$ cat src/rtl/pong_timing_pkg.sv
// Shared constants for the Pong video timing block: counter width and the
// default horizontal/vertical raster geometry.
package pong_timing_pkg;
  localparam int CNT_W = 9;

  localparam int DEF_H_TOTAL      = 455;
  localparam int DEF_H_BLANK_END  = 80;
  localparam int DEF_H_SYNC_START = 32;
  localparam int DEF_H_SYNC_END   = 64;
  localparam int DEF_V_TOTAL      = 262;
  localparam int DEF_V_BLANK_END  = 16;
  localparam int DEF_V_SYNC_START = 4;
  localparam int DEF_V_SYNC_END   = 8;
endpackage

$ cat src/rtl/pong_video_timing_if.sv
// Raster timing bundle: counters plus the sync/blank/start strobes that feed
// the chip models and the video output stage.
interface pong_video_timing_if;
  logic [pong_timing_pkg::CNT_W-1:0] hcnt;
  logic [pong_timing_pkg::CNT_W-1:0] vcnt;
  logic hblank;
  logic vblank;
  logic hsync;
  logic vsync;
  logic line_start;
  logic frame_start;
  logic video_de;

  modport master (output hcnt, vcnt, hblank, vblank, hsync, vsync,
                  line_start, frame_start, video_de);
  modport slave  (input  hcnt, vcnt, hblank, vblank, hsync, vsync,
                  line_start, frame_start, video_de);
endinterface

$ cat src/rtl/pong_sync_window.sv
// One registered active window [START, END) decoded from the next counter
// value, so the output lines up with the counter register it accompanies.
module pong_sync_window
  import pong_timing_pkg::*;
#(
  parameter int START   = 0,
  parameter int END     = 1,
  parameter bit RST_VAL = 1'b0
) (
  input  logic             clk,
  input  logic             rst_n,
  input  logic             en,
  input  logic [CNT_W-1:0] next_cnt,
  output logic             active
);
  localparam logic [CNT_W:0] LO  = START[CNT_W:0];
  localparam logic [CNT_W:0] LEN = END[CNT_W:0] - START[CNT_W:0];

  // Single unsigned compare: counts below LO wrap to >= 512, which is never
  // inside a window of length <= 511 starting above zero.
  logic [CNT_W:0] offs;
  assign offs = {1'b0, next_cnt} - LO;

  // Window register, updated only on pixel enables.
  always_ff @(posedge clk or negedge rst_n) begin
    if (!rst_n)  active <= RST_VAL;
    else if (en) active <= (offs < LEN);
  end
endmodule

$ cat src/rtl/pong_video_timing.sv
// H/V raster counter chain with registered sync, blank and start strobes,
// advanced by the pixel clock enable.
module pong_video_timing
  import pong_timing_pkg::*;
#(
  parameter int H_TOTAL      = DEF_H_TOTAL,
  parameter int H_BLANK_END  = DEF_H_BLANK_END,
  parameter int H_SYNC_START = DEF_H_SYNC_START,
  parameter int H_SYNC_END   = DEF_H_SYNC_END,
  parameter int V_TOTAL      = DEF_V_TOTAL,
  parameter int V_BLANK_END  = DEF_V_BLANK_END,
  parameter int V_SYNC_START = DEF_V_SYNC_START,
  parameter int V_SYNC_END   = DEF_V_SYNC_END
) (
  input  logic                 clk,
  input  logic                 rst_n,
  input  logic                 ce_pix,
  pong_video_timing_if.master  vid
);
  if (H_TOTAL > 512 || H_TOTAL < 2 || H_SYNC_START < 0 ||
      H_SYNC_START >= H_SYNC_END || H_SYNC_END > H_TOTAL ||
      H_BLANK_END < 1 || H_BLANK_END > H_TOTAL) begin : g_bad_h
    $error("pong_video_timing: illegal horizontal timing parameters");
  end
  if (V_TOTAL > 512 || V_TOTAL < 2 || V_SYNC_START < 0 ||
      V_SYNC_START >= V_SYNC_END || V_SYNC_END > V_TOTAL ||
      V_BLANK_END < 1 || V_BLANK_END > V_TOTAL) begin : g_bad_v
    $error("pong_video_timing: illegal vertical timing parameters");
  end

  localparam logic [CNT_W-1:0] H_LAST = CNT_W'(H_TOTAL - 1);
  localparam logic [CNT_W-1:0] V_LAST = CNT_W'(V_TOTAL - 1);

  logic [CNT_W-1:0] hcnt_q, vcnt_q, hcnt_n, vcnt_n;
  logic             h_wrap, ls_q, fs_q;

  // Next-count decode; the windows below register from these values.
  always_comb begin
    hcnt_n = hcnt_q;
    vcnt_n = vcnt_q;
    h_wrap = (hcnt_q == H_LAST);
    if (ce_pix) begin
      hcnt_n = h_wrap ? '0 : hcnt_q + 1'b1;
      if (h_wrap) vcnt_n = (vcnt_q == V_LAST) ? '0 : vcnt_q + 1'b1;
    end
  end

  // Counter and start-pulse registers; pulses drop on any non-enable cycle.
  always_ff @(posedge clk or negedge rst_n) begin
    if (!rst_n) begin
      hcnt_q <= '0;
      vcnt_q <= '0;
      ls_q   <= 1'b0;
      fs_q   <= 1'b0;
    end else begin
      hcnt_q <= hcnt_n;
      vcnt_q <= vcnt_n;
      ls_q   <= ce_pix & h_wrap;
      fs_q   <= ce_pix & h_wrap & (vcnt_q == V_LAST);
    end
  end

  pong_sync_window #(.START(0), .END(H_BLANK_END), .RST_VAL(1'b1)) u_hblank (
    .clk(clk), .rst_n(rst_n), .en(ce_pix), .next_cnt(hcnt_n), .active(vid.hblank));
  pong_sync_window #(.START(H_SYNC_START), .END(H_SYNC_END), .RST_VAL(1'b0)) u_hsync (
    .clk(clk), .rst_n(rst_n), .en(ce_pix), .next_cnt(hcnt_n), .active(vid.hsync));
  pong_sync_window #(.START(0), .END(V_BLANK_END), .RST_VAL(1'b1)) u_vblank (
    .clk(clk), .rst_n(rst_n), .en(ce_pix), .next_cnt(vcnt_n), .active(vid.vblank));
  pong_sync_window #(.START(V_SYNC_START), .END(V_SYNC_END), .RST_VAL(1'b0)) u_vsync (
    .clk(clk), .rst_n(rst_n), .en(ce_pix), .next_cnt(vcnt_n), .active(vid.vsync));

  assign vid.hcnt        = hcnt_q;
  assign vid.vcnt        = vcnt_q;
  assign vid.line_start  = ls_q;
  assign vid.frame_start = fs_q;
  assign vid.video_de    = ~(vid.hblank | vid.vblank);
endmodule
$ cat src/flat_wrapper.sv
// flat-port wrapper written by rule: the top's interface ports become plain ports
module pong_video_timing_flat import pong_timing_pkg::*;
#(
  parameter int H_TOTAL      = DEF_H_TOTAL,
  parameter int H_BLANK_END  = DEF_H_BLANK_END,
  parameter int H_SYNC_START = DEF_H_SYNC_START,
  parameter int H_SYNC_END   = DEF_H_SYNC_END,
  parameter int V_TOTAL      = DEF_V_TOTAL,
  parameter int V_BLANK_END  = DEF_V_BLANK_END,
  parameter int V_SYNC_START = DEF_V_SYNC_START,
  parameter int V_SYNC_END   = DEF_V_SYNC_END
)
  (clk, rst_n, ce_pix, vid_hcnt, vid_vcnt, vid_hblank, vid_vblank, vid_hsync, vid_vsync, vid_line_start, vid_frame_start, vid_video_de);
  pong_video_timing_if vid_i ();
  input  logic clk;
  input  logic rst_n;
  input  logic ce_pix;
  output wire logic [$bits(vid_i.hcnt)-1:0] vid_hcnt;
  output wire logic [$bits(vid_i.vcnt)-1:0] vid_vcnt;
  output wire logic [$bits(vid_i.hblank)-1:0] vid_hblank;
  output wire logic [$bits(vid_i.vblank)-1:0] vid_vblank;
  output wire logic [$bits(vid_i.hsync)-1:0] vid_hsync;
  output wire logic [$bits(vid_i.vsync)-1:0] vid_vsync;
  output wire logic [$bits(vid_i.line_start)-1:0] vid_line_start;
  output wire logic [$bits(vid_i.frame_start)-1:0] vid_frame_start;
  output wire logic [$bits(vid_i.video_de)-1:0] vid_video_de;
  assign vid_hcnt = vid_i.hcnt;
  assign vid_vcnt = vid_i.vcnt;
  assign vid_hblank = vid_i.hblank;
  assign vid_vblank = vid_i.vblank;
  assign vid_hsync = vid_i.hsync;
  assign vid_vsync = vid_i.vsync;
  assign vid_line_start = vid_i.line_start;
  assign vid_frame_start = vid_i.frame_start;
  assign vid_video_de = vid_i.video_de;
  pong_video_timing #(.H_TOTAL(H_TOTAL), .H_BLANK_END(H_BLANK_END), .H_SYNC_START(H_SYNC_START), .H_SYNC_END(H_SYNC_END), .V_TOTAL(V_TOTAL), .V_BLANK_END(V_BLANK_END), .V_SYNC_START(V_SYNC_START), .V_SYNC_END(V_SYNC_END)) u_core (.clk(clk), .rst_n(rst_n), .ce_pix(ce_pix), .vid(vid_i));
endmodule
$ cat config.mk
export PLATFORM = sky130hd
export DESIGN_NAME = pong_video_timing_flat
export DESIGN_NICKNAME = d
export VERILOG_FILES = /design/src/rtl/pong_timing_pkg.sv /design/src/rtl/pong_video_timing_if.sv /design/src/rtl/pong_sync_window.sv /design/src/rtl/pong_video_timing.sv /design/src/flat_wrapper.sv
export SDC_FILE = /design/constraint.sdc
export NUM_CORES = 1
export LEC_CHECK = 0
export BUFFER_PORTS_ARGS = -buffer_cell sky130_fd_sc_hd__buf_2
export CORE_UTILIZATION = 53
export DETAILED_ROUTE_END_ITERATION = 8
export GPL_TIMING_DRIVEN = 0
export HOLD_SLACK_MARGIN = 0.1
export PLACE_DENSITY = 0.8
export SLEW_MARGIN = 25
export SYNTH_ARGS = -nofsm -noshare
export SYNTH_HDL_FRONTEND = slang
export SYNTH_SLANG_ARGS = --single-unit
$ cat constraint.sdc
create_clock -name clk -period 3.4 [get_ports clk]
set_clock_uncertainty 0.1 [all_clocks]
set_input_delay 0.34 -clock clk [delete_from_list [all_inputs] [get_ports clk]]
set_output_delay 0.34 -clock clk [all_outputs]
set_load 0.02 [all_outputs]
==> summary.md <==
| Metric | Value |
|---|---|
| Cells after Synth | 136 |
| ANT cells | 0 |
| DRT iter0 DRCs | 29 |
| Sink Count | 24 |
| Fill cell count | 185 |
| DR WL/cell | 15.1 µm |
| Syn_area_per_cell | 9.86 µm² |
| Die Height | 52.3 µm |
| Min-delay src | ce_pix |
| TritonCTS clock tree | yes |
| Worst slew pin tran | 0.520 ns |
| Maximum clock path buffer count | 2 |
| Overflow after GRT | 0 |
| Initial Util | 0.584 |
| Crit-path max FO | 10 |
| Port Buffers | 27 |
| RR Endpoint | u_core.u_hblank.active |
| R2R depth | 11 |
| Die Wd | roughly 52 µm |
| First-pass GRT wire length | 4930 µm |
| Final Max Tran Viols | 0 |
| Tcrit/Tclk final | 0.802 |
| WHS | 0.294 ns |
| CTS buffer count | 3 |
| # rows | 17 |
| Design area | roughly 1600 µm² |
| Placer Congestion | 0.942 |
| Critical path launch point type | flip-flop |
| Final worst path period need | approximately 2.7 ns |
| Reg2reg setup slack | 0.67 ns |
| Die area | 2740 µm² |
| Worst skew pair latency | 0.32 ns |
| Clock-pin slew on the worst setup and hold paths | 0.13 ns |
| Gr usage total | 0.250 |
| Final setup vio count | 0 |
| Critical-path top delay cell | or4b_1 |
| Endpoints failing hold | 0 |
| Most common cell after layout, fill and taps aside | buf_2 |
| Max IR drop VDD | between 0.0004 and 0.0005 V |
| Pleak | 0.000734 µW |
| Post-DP HPWL | roughly 2100 µm |
| Yosys synthesis warning count | 0 |
| Initial DRT Pass Iterations | 4 |
| Vias/cell | 5.76 |
| Root buf cell | clkbuf_4 |
| Synth top area cells | dfrtp_1 41%, ha_1 6.5%, dfstp_2 3.9% |
| Register area share after synthesis | 0.450 |
| Power Density | 473 nW/µm² |
| Area Growth Syn to Fin | 16.1% |
| Total Power | 736 µW |
| Post-CTS Resized | 0 |
| Post-synth cell types | 40 |
| Nets@finish | about 180 |
| Vias in the first global route | approximately 1.1k |
| Max Freq | between 300 and 400 MHz |
| Area share of the largest cell type after synthesis | 0.410 |
| Critical Path AT | 2.86 ns |
| WHS Endpoint | u_core.vid.hcnt[4] |
| Crit-path max cell delay | 0.50 ns |
| Number of synthesized register bits | 24 |
| Final wirelength | 2970 µm |
| WHS Path Cells | 3 |
| Placeable core region | around 2300 µm² |
| Cell chain of the critical path | or4b_1 -> buf_2 -> or3_1 -> buf_6 -> clkinv_8 -> or2_2 -> inv_1 -> ha_1 -> a21oi_1 -> nand2_1 -> o32ai_1 |
| DP Area | 1510 µm² |
| Critical Path RT | 3.54 ns |
| Layout cells sized above 1 | 0.256 |
| H-Tree Level Count | 1 |
| Max-cap check violation count | 0 |
| Syn nets | 146 |
| Hold Path Class | in2reg |
| Crit path kind | reg2reg |
| Max_slew headroom | 0.653 |
| Initial antenna violation count | 0 |
| Final design utilization | 0.678 |
| Worst r2r src | u_core.vid.hcnt[4] |
| Commonest non-fill, non-tap cells in the layout | 28 x buf_2, 22 x dfrtp_1, 10 x nor2_1 |
| Outcome | finished, final reports clean |
| Via count | between 1k and 1.5k |
| Setup repair after global routing missed its margin | no |
| Ports | 28 |
| Biggest area consumer among synthesized cells | dfrtp_1 |
| Setup tns final | 0 ns |
| Largest net degree at the start of global routing | 25 |
| Type of destination of the critical path | flip-flop |
| Final ANT Viol Nets | 0 |
| Mapped Area | around 1300 µm² |
| DR DRC count | 0 |
-- repair_timing --
action | 4_1_cts | 5_1_grt
hold buffers | 1 | 0
setup buffers | 0 | 0
endpoints found under the hold margin | 22 | 0
-- worst max-delay path by stage --
stage	start	to	slack [ns]	cells after the start
finish	u_core.vid.hcnt[4]	u_core.u_hblank.active	0.67	11
global route	u_core.vid.hcnt[4]	u_core.u_hblank.active	0.51	11
CTS	u_core.vid.hcnt[4]	u_core.u_hblank.active	0.67	11
detailed placement	u_core.vid.hcnt[4]	u_core.u_hblank.active	0.68	11
global placement	u_core.vid.hcnt[5]	u_core.u_hblank.active	0.74	11
floorplan	u_core.vid.hcnt[5]	u_core.u_hblank.active	0.80	11
-- area by class of cell --
type                    count  area [µm²]  share of cell area
multi-input cells          95         653               0.419
flip-flops and latches     24         603               0.387
repair buffers             28         145              0.0932
inverters                  10        50.0              0.0321
clock buffers               4        36.3              0.0233
plain buffers               7        35.0              0.0225
well taps                  28        35.0              0.0225
-- per-stage QoR --
stage	setup slack (ns)	std cells
2_1_floorplan	0.804	136
3_3_place_gp	0.744	191
3_5_place_dp	0.683	191
4_1_cts	0.665	196
5_1_grt	0.511	196
6_report	0.674	196
-- cell families after synthesis --
kind of cell               after synthesis  share of synthesized area
AOI/OAI and AO/OA                       24                      0.128
xor gates and xnor gates                11                     0.0718
adders and majority gates                7                     0.0653
buffers and inverters                   17                     0.0634
DFF                                     24                      0.450
muxes                                    2                     0.0159
and+or+nand+nor                         51                      0.206
-- registers in the layout (all words and copies together) (netlist names) --
register / cells
u_core.u_vblank.active: 1
u_core.vid.line_start: 1
u_core.vid.frame_start: 1
u_core.u_hsync.active: 1
u_core.u_vsync.active: 1
u_core.vid.hcnt: 9
u_core.u_hblank.active: 1
u_core.vid.vcnt: 9
-- cells in the mapped netlist --
cell       number
dfrtp_1        22
nor2_1         10
inv_1           9
nand2_1         9
nand4_1         8
o21ai_0         8
ha_1            7
xor2_1          6
clkbuf_1        5
nor3_1          5
xnor2_1         5
nand3_1         4
a21oi_1         2
a31oi_1         2
and3_1          2
dfstp_2         2
nor4_1          2
o2bb2ai_1       2
o31ai_1         2
o32ai_1         2
or2_2           2
or3_1           2
a21o_1          1
a22o_1          1
and2_1          1
and4_2          1
buf_2           1
buf_6           1
clkinv_8        1
mux2_2          1
mux2i_1         1
nand2b_1        1
nor4bb_1        1
o21ai_2         1
o311ai_0        1
o31a_1          1
o32ai_2         1
or4_1           1
or4b_1          1
or4b_2          1
-- worst max-delay path, delay by kind of cell, from the launching register on --
| family | cells | cell delay [ns] |
|---|---|---|
| compound gates | 2 | 0.37 |
| fa+ha+maj | 1 | 0.18 |
| buf+inv | 4 | 0.47 |
| flops | 1 | 0.47 |
| simple gates | 4 | 1.05 |
-- per-layer routing --
layer | wire length, µm | vias up | global-route usage
met3 | 154 | 6 | 0.0261
met2 | 1470 | 46 | 0.407
met5 | 0 | - | 0
met4 | 42 | 0 | 0.118
li1 | - | 547 | -
met1 | 1300 | 530 | 0.331
-- power by group --
part / switching [µW] / leakage [µW] / total, µW / internal, µW
Clock: 87.0 / 0.0000210 / 152 / 65.5
Combinational: 135 / 0.000407 / 207 / 72.8
Sequential: 55.2 / 0.000306 / 376 / 321
Total: 277 / 0.000734 / 736 / 459
Note: power is estimated with default switching activity, not from simulation.
